File: src/rtl/ghostchip_pkg.sv
// Shared types and screen constants for the DXYN sprite blitter.
package ghostchip_pkg;

  localparam int HRES_W          = 128;
  localparam int HRES_H          = 64;
  localparam int LRES_W          = 64;
  localparam int LRES_H          = 32;
  localparam int SPRITE_BIG_ROWS = 16;

  typedef enum logic [2:0] {
    ST_IDLE,
    ST_FETCH,
    ST_LATCH,
    ST_SCAN,
    ST_RMW,
    ST_FINISH
  } blit_state_e;

  // Draw command as held for the duration of one blit.
  typedef struct packed {
    logic [6:0] x0;
    logic [5:0] y0;
    logic [3:0] rows_m1;
    logic       big;
    logic       p1;
    logic       hires;
  } blit_cmd_t;

endpackage

File: src/rtl/blit_clip.sv
// Maps a sprite-relative pixel to VRAM coordinates, wrapping or flagging it off-screen.
module blit_clip
  import ghostchip_pkg::*;
#(
  parameter bit CLIP = 1'b1
) (
  input  logic [6:0] x0,
  input  logic [3:0] c,
  input  logic [5:0] y0,
  input  logic [3:0] r,
  input  logic       hires,
  output logic [6:0] hpos,
  output logic [5:0] vpos,
  output logic       visible
);

  logic [7:0] sx, sx_w, w;
  logic [6:0] sy, sy_w, h;
  logic       off_x, off_y;

  // Origin is already reduced, so one subtraction is enough to wrap.
  always_comb begin
    sx    = {1'b0, x0} + {4'd0, c};
    sy    = {1'b0, y0} + {3'd0, r};
    w     = hires ? 8'(HRES_W) : 8'(LRES_W);
    h     = hires ? 7'(HRES_H) : 7'(LRES_H);
    off_x = sx >= w;
    off_y = sy >= h;
    sx_w  = off_x ? sx - w : sx;
    sy_w  = off_y ? sy - h : sy;
  end

  assign hpos    = sx_w[6:0];
  assign vpos    = sy_w[5:0];
  assign visible = !CLIP || !(off_x || off_y);

  logic unused;
  assign unused = sx_w[7] ^ sy_w[6];

endmodule

File: src/rtl/sprite_blitter.sv
// DXYN draw sequencer: fetches sprite bytes, XORs set pixels into VRAM, reports collision.
module sprite_blitter
  import ghostchip_pkg::*;
#(
  parameter bit CLIP = 1'b1
) (
  input  logic        clk,
  input  logic        reset,
  input  logic        start,
  input  logic [7:0]  x,
  input  logic [7:0]  y,
  input  logic [3:0]  n,
  input  logic [15:0] i_addr,
  input  logic [1:0]  planes,
  input  logic        hires,
  output logic        busy,
  output logic        done,
  output logic        collision,
  output logic [15:0] mem_addr,
  input  logic [7:0]  mem_rdata,
  output logic [6:0]  vram_hpos,
  output logic [5:0]  vram_vpos,
  input  logic [1:0]  vram_pixelo,
  output logic [1:0]  vram_pixeli,
  output logic        vram_we
);

  blit_state_e state, state_nx;
  blit_cmd_t   cmd;
  logic        plane, half;
  logic [3:0]  row;
  logic [2:0]  bit_idx;
  logic [7:0]  shreg;
  logic [15:0] addr;
  logic [1:0]  plane_bit;
  logic [6:0]  clip_h;
  logic [5:0]  clip_v;
  logic        visible, hit, adv;
  logic        last_bit, row_end, plane_end, draw_end;

  blit_clip #(.CLIP(CLIP)) u_clip (
    .x0      (cmd.x0),
    .c       ({half, bit_idx}),
    .y0      (cmd.y0),
    .r       (row),
    .hires   (cmd.hires),
    .hpos    (clip_h),
    .vpos    (clip_v),
    .visible (visible)
  );

  assign plane_bit = plane ? 2'b10 : 2'b01;
  assign hit       = shreg[7] && visible;
  assign adv       = (state == ST_SCAN && !hit) || state == ST_RMW;
  assign last_bit  = bit_idx == 3'd7;
  assign row_end   = last_bit && (half || !cmd.big);
  assign plane_end = row_end && row == cmd.rows_m1;
  assign draw_end  = plane_end && (plane || !cmd.p1);

  always_ff @(posedge clk or negedge reset) begin
    if (!reset) state <= ST_IDLE;
    else        state <= state_nx;
  end

  always_comb begin
    state_nx    = state;
    busy        = state != ST_IDLE;
    done        = state == ST_FINISH;
    vram_we     = state == ST_RMW;
    vram_hpos   = '0;
    vram_vpos   = '0;
    vram_pixeli = '0;
    case (state)
      ST_IDLE:  if (start) state_nx = (planes == 2'b00) ? ST_FINISH : ST_FETCH;
      ST_FETCH: state_nx = ST_LATCH;
      ST_LATCH: state_nx = ST_SCAN;
      ST_SCAN, ST_RMW: begin
        vram_hpos = clip_h;
        vram_vpos = clip_v;
        if (state == ST_RMW) vram_pixeli = vram_pixelo ^ plane_bit;
        if (state == ST_SCAN && hit) state_nx = ST_RMW;
        else if (last_bit)           state_nx = draw_end ? ST_FINISH : ST_FETCH;
        else                         state_nx = ST_SCAN;
      end
      ST_FINISH: state_nx = ST_IDLE;
      default:   state_nx = ST_IDLE;
    endcase
  end

  // n-1 wraps to 15 for n=0, which is exactly the 16-row large sprite.
  always_ff @(posedge clk or negedge reset) begin
    if (!reset) begin
      cmd       <= '0;
      plane     <= 1'b0;
      half      <= 1'b0;
      row       <= '0;
      bit_idx   <= '0;
      shreg     <= '0;
      addr      <= '0;
      collision <= 1'b0;
    end else begin
      case (state)
        ST_IDLE: if (start) begin
          cmd.x0      <= hires ? x[6:0] : {1'b0, x[5:0]};
          cmd.y0      <= hires ? y[5:0] : {1'b0, y[4:0]};
          cmd.rows_m1 <= n - 4'd1;
          cmd.big     <= n == 4'd0;
          cmd.p1      <= planes[1];
          cmd.hires   <= hires;
          plane       <= !planes[0];
          half        <= 1'b0;
          row         <= '0;
          bit_idx     <= '0;
          addr        <= i_addr;
          collision   <= 1'b0;
        end
        ST_LATCH: begin
          shreg <= mem_rdata;
          addr  <= addr + 16'd1;
        end
        ST_RMW: if (|(vram_pixelo & plane_bit)) collision <= 1'b1;
        default: ;
      endcase
      if (adv) begin
        bit_idx <= bit_idx + 3'd1;
        shreg   <= shreg << 1;
        if (last_bit) begin
          if (!row_end) half <= 1'b1;
          else begin
            half <= 1'b0;
            if (plane_end) begin
              row   <= '0;
              plane <= 1'b1;
            end else begin
              row <= row + 4'd1;
            end
          end
        end
      end
    end
  end

  assign mem_addr = addr;

  logic unused;
  assign unused = x[7] ^ y[7] ^ y[6];

endmodule
File: config.mk
export PLATFORM = sky130hd
export DESIGN_NAME = sprite_blitter
export DESIGN_NICKNAME = d
export VERILOG_FILES = /design/src/rtl/ghostchip_pkg.sv /design/src/rtl/blit_clip.sv /design/src/rtl/sprite_blitter.sv
export SDC_FILE = /design/constraint.sdc
export NUM_CORES = 1
export LEC_CHECK = 0
export CAP_MARGIN = 20
export CORE_UTILIZATION = 30
export CTS_CLUSTER_SIZE = 14
export DETAILED_ROUTE_END_ITERATION = 7
export PLACE_DENSITY = 0.6
export SYNTH_ARGS = -nofsm -noshare
export SYNTH_HDL_FRONTEND = slang
export SYNTH_SLANG_ARGS = --single-unit
File: constraint.sdc
create_clock -name clk -period 7.57 [get_ports clk]
set_clock_uncertainty 0.15 [all_clocks]
set_input_delay 1.1355 -clock clk [delete_from_list [all_inputs] [get_ports clk]]
set_output_delay 1.1355 -clock clk [all_outputs]
set_load 0.02 [all_outputs]
==> run metrics <==
outcome=complete, no violations; crit path max fanout=4; clk sinks=57; Switching Share=between 40% and 50%; final hold slack=approximately 0.33 ns; count leader, synth=nand2_1; DR WL/cell=~14 um; largest area contributor in the netlist=dfrtp_1; Worst-Margin Slew=around 0.86 ns; CTS Buffer Depth=2; slew margin rel.=between 40% and 50%; Setup TNS Final=0 ns; asr flop ratio synth=100.0%; period utilization=about two thirds; number of global-route vias before repair=approximately 3k; combinational power share=54.5%; Num CTS Buffers=9; Final HPWL DP=between 6 and 7 mm; WP data arrival=~3.8 ns; CP Launch Point=bit_idx[0]; largest net degree at the start of global routing=58; syn_area_per_cell=slightly below 9 um^2; Leak=1.985 nW; Hold Crit Start=shreg[4]; total internal power=1.035 mW; top cells by count, synth=nand2_1 (81), dfrtp_1 (57), nor2_1 (39); starting density of the core=between 30% and 40%; Netlist cell types=49; die height=108.1 um; number of synthesis warnings=0; net count after synthesis=approximately 460; # Post-CTS Setup Buffers=0; final core utilization=~41%; CP Capture Type=output port; root buffer cell=clkbuf_8; vias per cell=4.915; RSZ-0062 raised after global routing=no; total gr overflow=0; initial DRC count=between 100 and 150; Seq/Total Area, Yosys=a little over two fifths; Post-CTS Resized=0; fin nets=536; pwr/cell area=405.5 nW/um^2; NetSw=0.7936 mW; Max Cap Viol=0; predominant post-synthesis flop cell=dfrtp_1; worst r2r path cells=14; critical path class=reg -> out; synth top area cells=dfrtp_1 (42%), nand2_1 (9.0%), ha_1 (6.3%); FILL cells=~1.1k; Mapped Cells=~390; Hold Crit Class=reg -> reg; I/O Pins=between 80 and 90; Yosys reg bits=57; post-synth top area share=approximately 42%; critical path data required time=approximately 6.3 ns; Horiz. Die Dim=108.1 um; Clock Latency Late Sink=between 0.3 and 0.4 ns; synthesis-to-finish area growth=33.48%; # DRC=0; ANT cells=0; layout cell share with drive strength beyond 1=around 6.6%; Post-Route WL=about 8.4 mm; Final GP Congestion=0.7997; First-pass DRT Iterations=5; Max VDD drop=roughly 0.17 mV; min cycle time layout=between 5 and 6 ns; htree depth=3; Routed Antenna Nets=0; # rows=38; clock slew at reported path FFs=0.07 ns; clock share of power=between 10 and 15%; DP Area=4335 um^2; core area=around 11000 um^2; r2r endpoint=row[3]; Post-CTS Hold Buffers=0; post-route cell area=4509 um^2; Post-synth EDFFs=0; Vias=around 3.0k; Synth Cell Area=between 3000 and 4000 um^2; Setup crit end=vram_hpos[6]; Final Hold Vio Count=0; initial antenna violation count=0; first-pass GRT wire length=between 10 and 15 mm; Tot GR Track Use=15.10%; Final Max Tran Viols=0; die area=about 12000 um^2; FF-to-FF setup slack=3.75 ns; Seq pwr share=31.5%; Final Setup Violations=0; port buffer count=a little over 80; Startpoint Class=flip-flop; fmax=a little under 0.2 GHz; FF-to-FF Start=bit_idx[0]; CTS tree=yes
## flip-flops by register name, summed over array words and instances, names as in the netlist
signal,cells
half,1
collision,1
mem_addr,16
plane,1
shreg,8
state,3
bit_idx,3
row,4
cmd,20
## how the worst min path moves through the flow
| stage | end | slack, ns | depth (start not counted) |
|---|---|---|---|
| global placement | cmd[1] | 0.30 | 2 |
| CTS | shreg[5] | 0.34 | 2 |
| detailed placement | shreg[4] | 0.32 | 2 |
| floorplan | cmd[2] | 0.28 | 2 |
| finish | shreg[5] | 0.33 | 2 |
| global route | cmd[13] | 0.36 | 2 |
## cell usage in the layout, fill, tap and decap left out, types with 4 or more instances in the layout
cell type / Yosys / routed
clkbuf_8: 0 / 11
nand2_1: 81 / 81
o22ai_1: 4 / 4
inv_1: 10 / 10
dfrtp_1: 57 / 57
xnor2_1: 10 / 10
buf_4: 0 / 4
a311oi_1: 4 / 4
nand3_1: 15 / 15
nor3_1: 10 / 10
clkdlybuf4s50_1: 0 / 82
mux2i_1: 10 / 10
a211oi_1: 12 / 12
a21oi_1: 7 / 7
o21ai_0: 19 / 19
xor2_1: 9 / 9
ha_1: 17 / 17
o221a_2: 4 / 4
nor2b_1: 11 / 11
and3_1: 4 / 4
nor2_1: 39 / 39
## stage by stage
stage,worst slack [ns],power (mW),std cells
4_1_cts,2.499,1.851,610
3_5_place_dp,2.884,1.586,594
2_1_floorplan,3.453,1.231,385
6_report,2.518,1.829,610
5_1_grt,2.273,1.987,610
3_3_place_gp,2.935,1.558,594
## kinds of logic (layout without fill, tap and decap cells)
family                   after synthesis  after routing  share of synthesized area [%]
AND/OR/NAND/NOR                      176            176                          23.19
AO/OA/AOI/OAI                         75             75                          15.81
flip-flops                            57             57                          42.22
buffers and inverters                 29            114                          3.407
adder cells (fa/ha/maj)               19             19                          7.481
XOR/XNOR                              19             19                          4.926
multiplexers                          10             10                          2.963
## layout make-up
type | count | area (um^2) | share of cell area, %
flip-flops and latches | 57 | 1426 | 31.63
repair buffers | 87 | 855.8 | 18.98
inverters | 11 | 41.29 | 0.9157
clock inverters | 3 | 15.01 | 0.3330
clock buffers | 13 | 158.9 | 3.524
well taps | 140 | 175.2 | 3.885
multi-input cells | 299 | 1837 | 40.73
## layer usage
| layer | GRT usage [%] | up-vias | share of wire (%) |
|---|---|---|---|
| met1 | 19.19 | 1407 | 45 |
| met5 | 0 | - | 0 |
| li1 | - | 1499 | - |
| met2 | 24.80 | 83 | 48 |
| met4 | 5.186 | 0 | 1.3 |
| met3 | 3.858 | 9 | 5.4 |
## critical path, stage by stage, from the launching register on
cell	delay, ns
dfrtp_1	0.41
ha_1	0.22
fa_1	0.41
a211oi_1	0.23
nor2_1	0.10
and3_1	0.20
xnor2_1	0.19
ha_1	0.27
nand3_1	0.09
nor3_1	0.05
a31oi_1	0.27
nor2b_1	0.08
a211oi_1	0.25
clkdlybuf4s50_1	0.66
## power groups by stage
stage                     Sequential, mW  Combinational [mW]  Clock (mW)
after detailed placement           0.580                1.01           0
after CTS                          0.576                1.01       0.263
after floorplan                    0.585               0.647           0
final                              0.577               0.997       0.255
after global placement             0.575               0.983           0
after global routing               0.598                1.11       0.280
No activity file was read; power rests on OpenSTA's default activity.
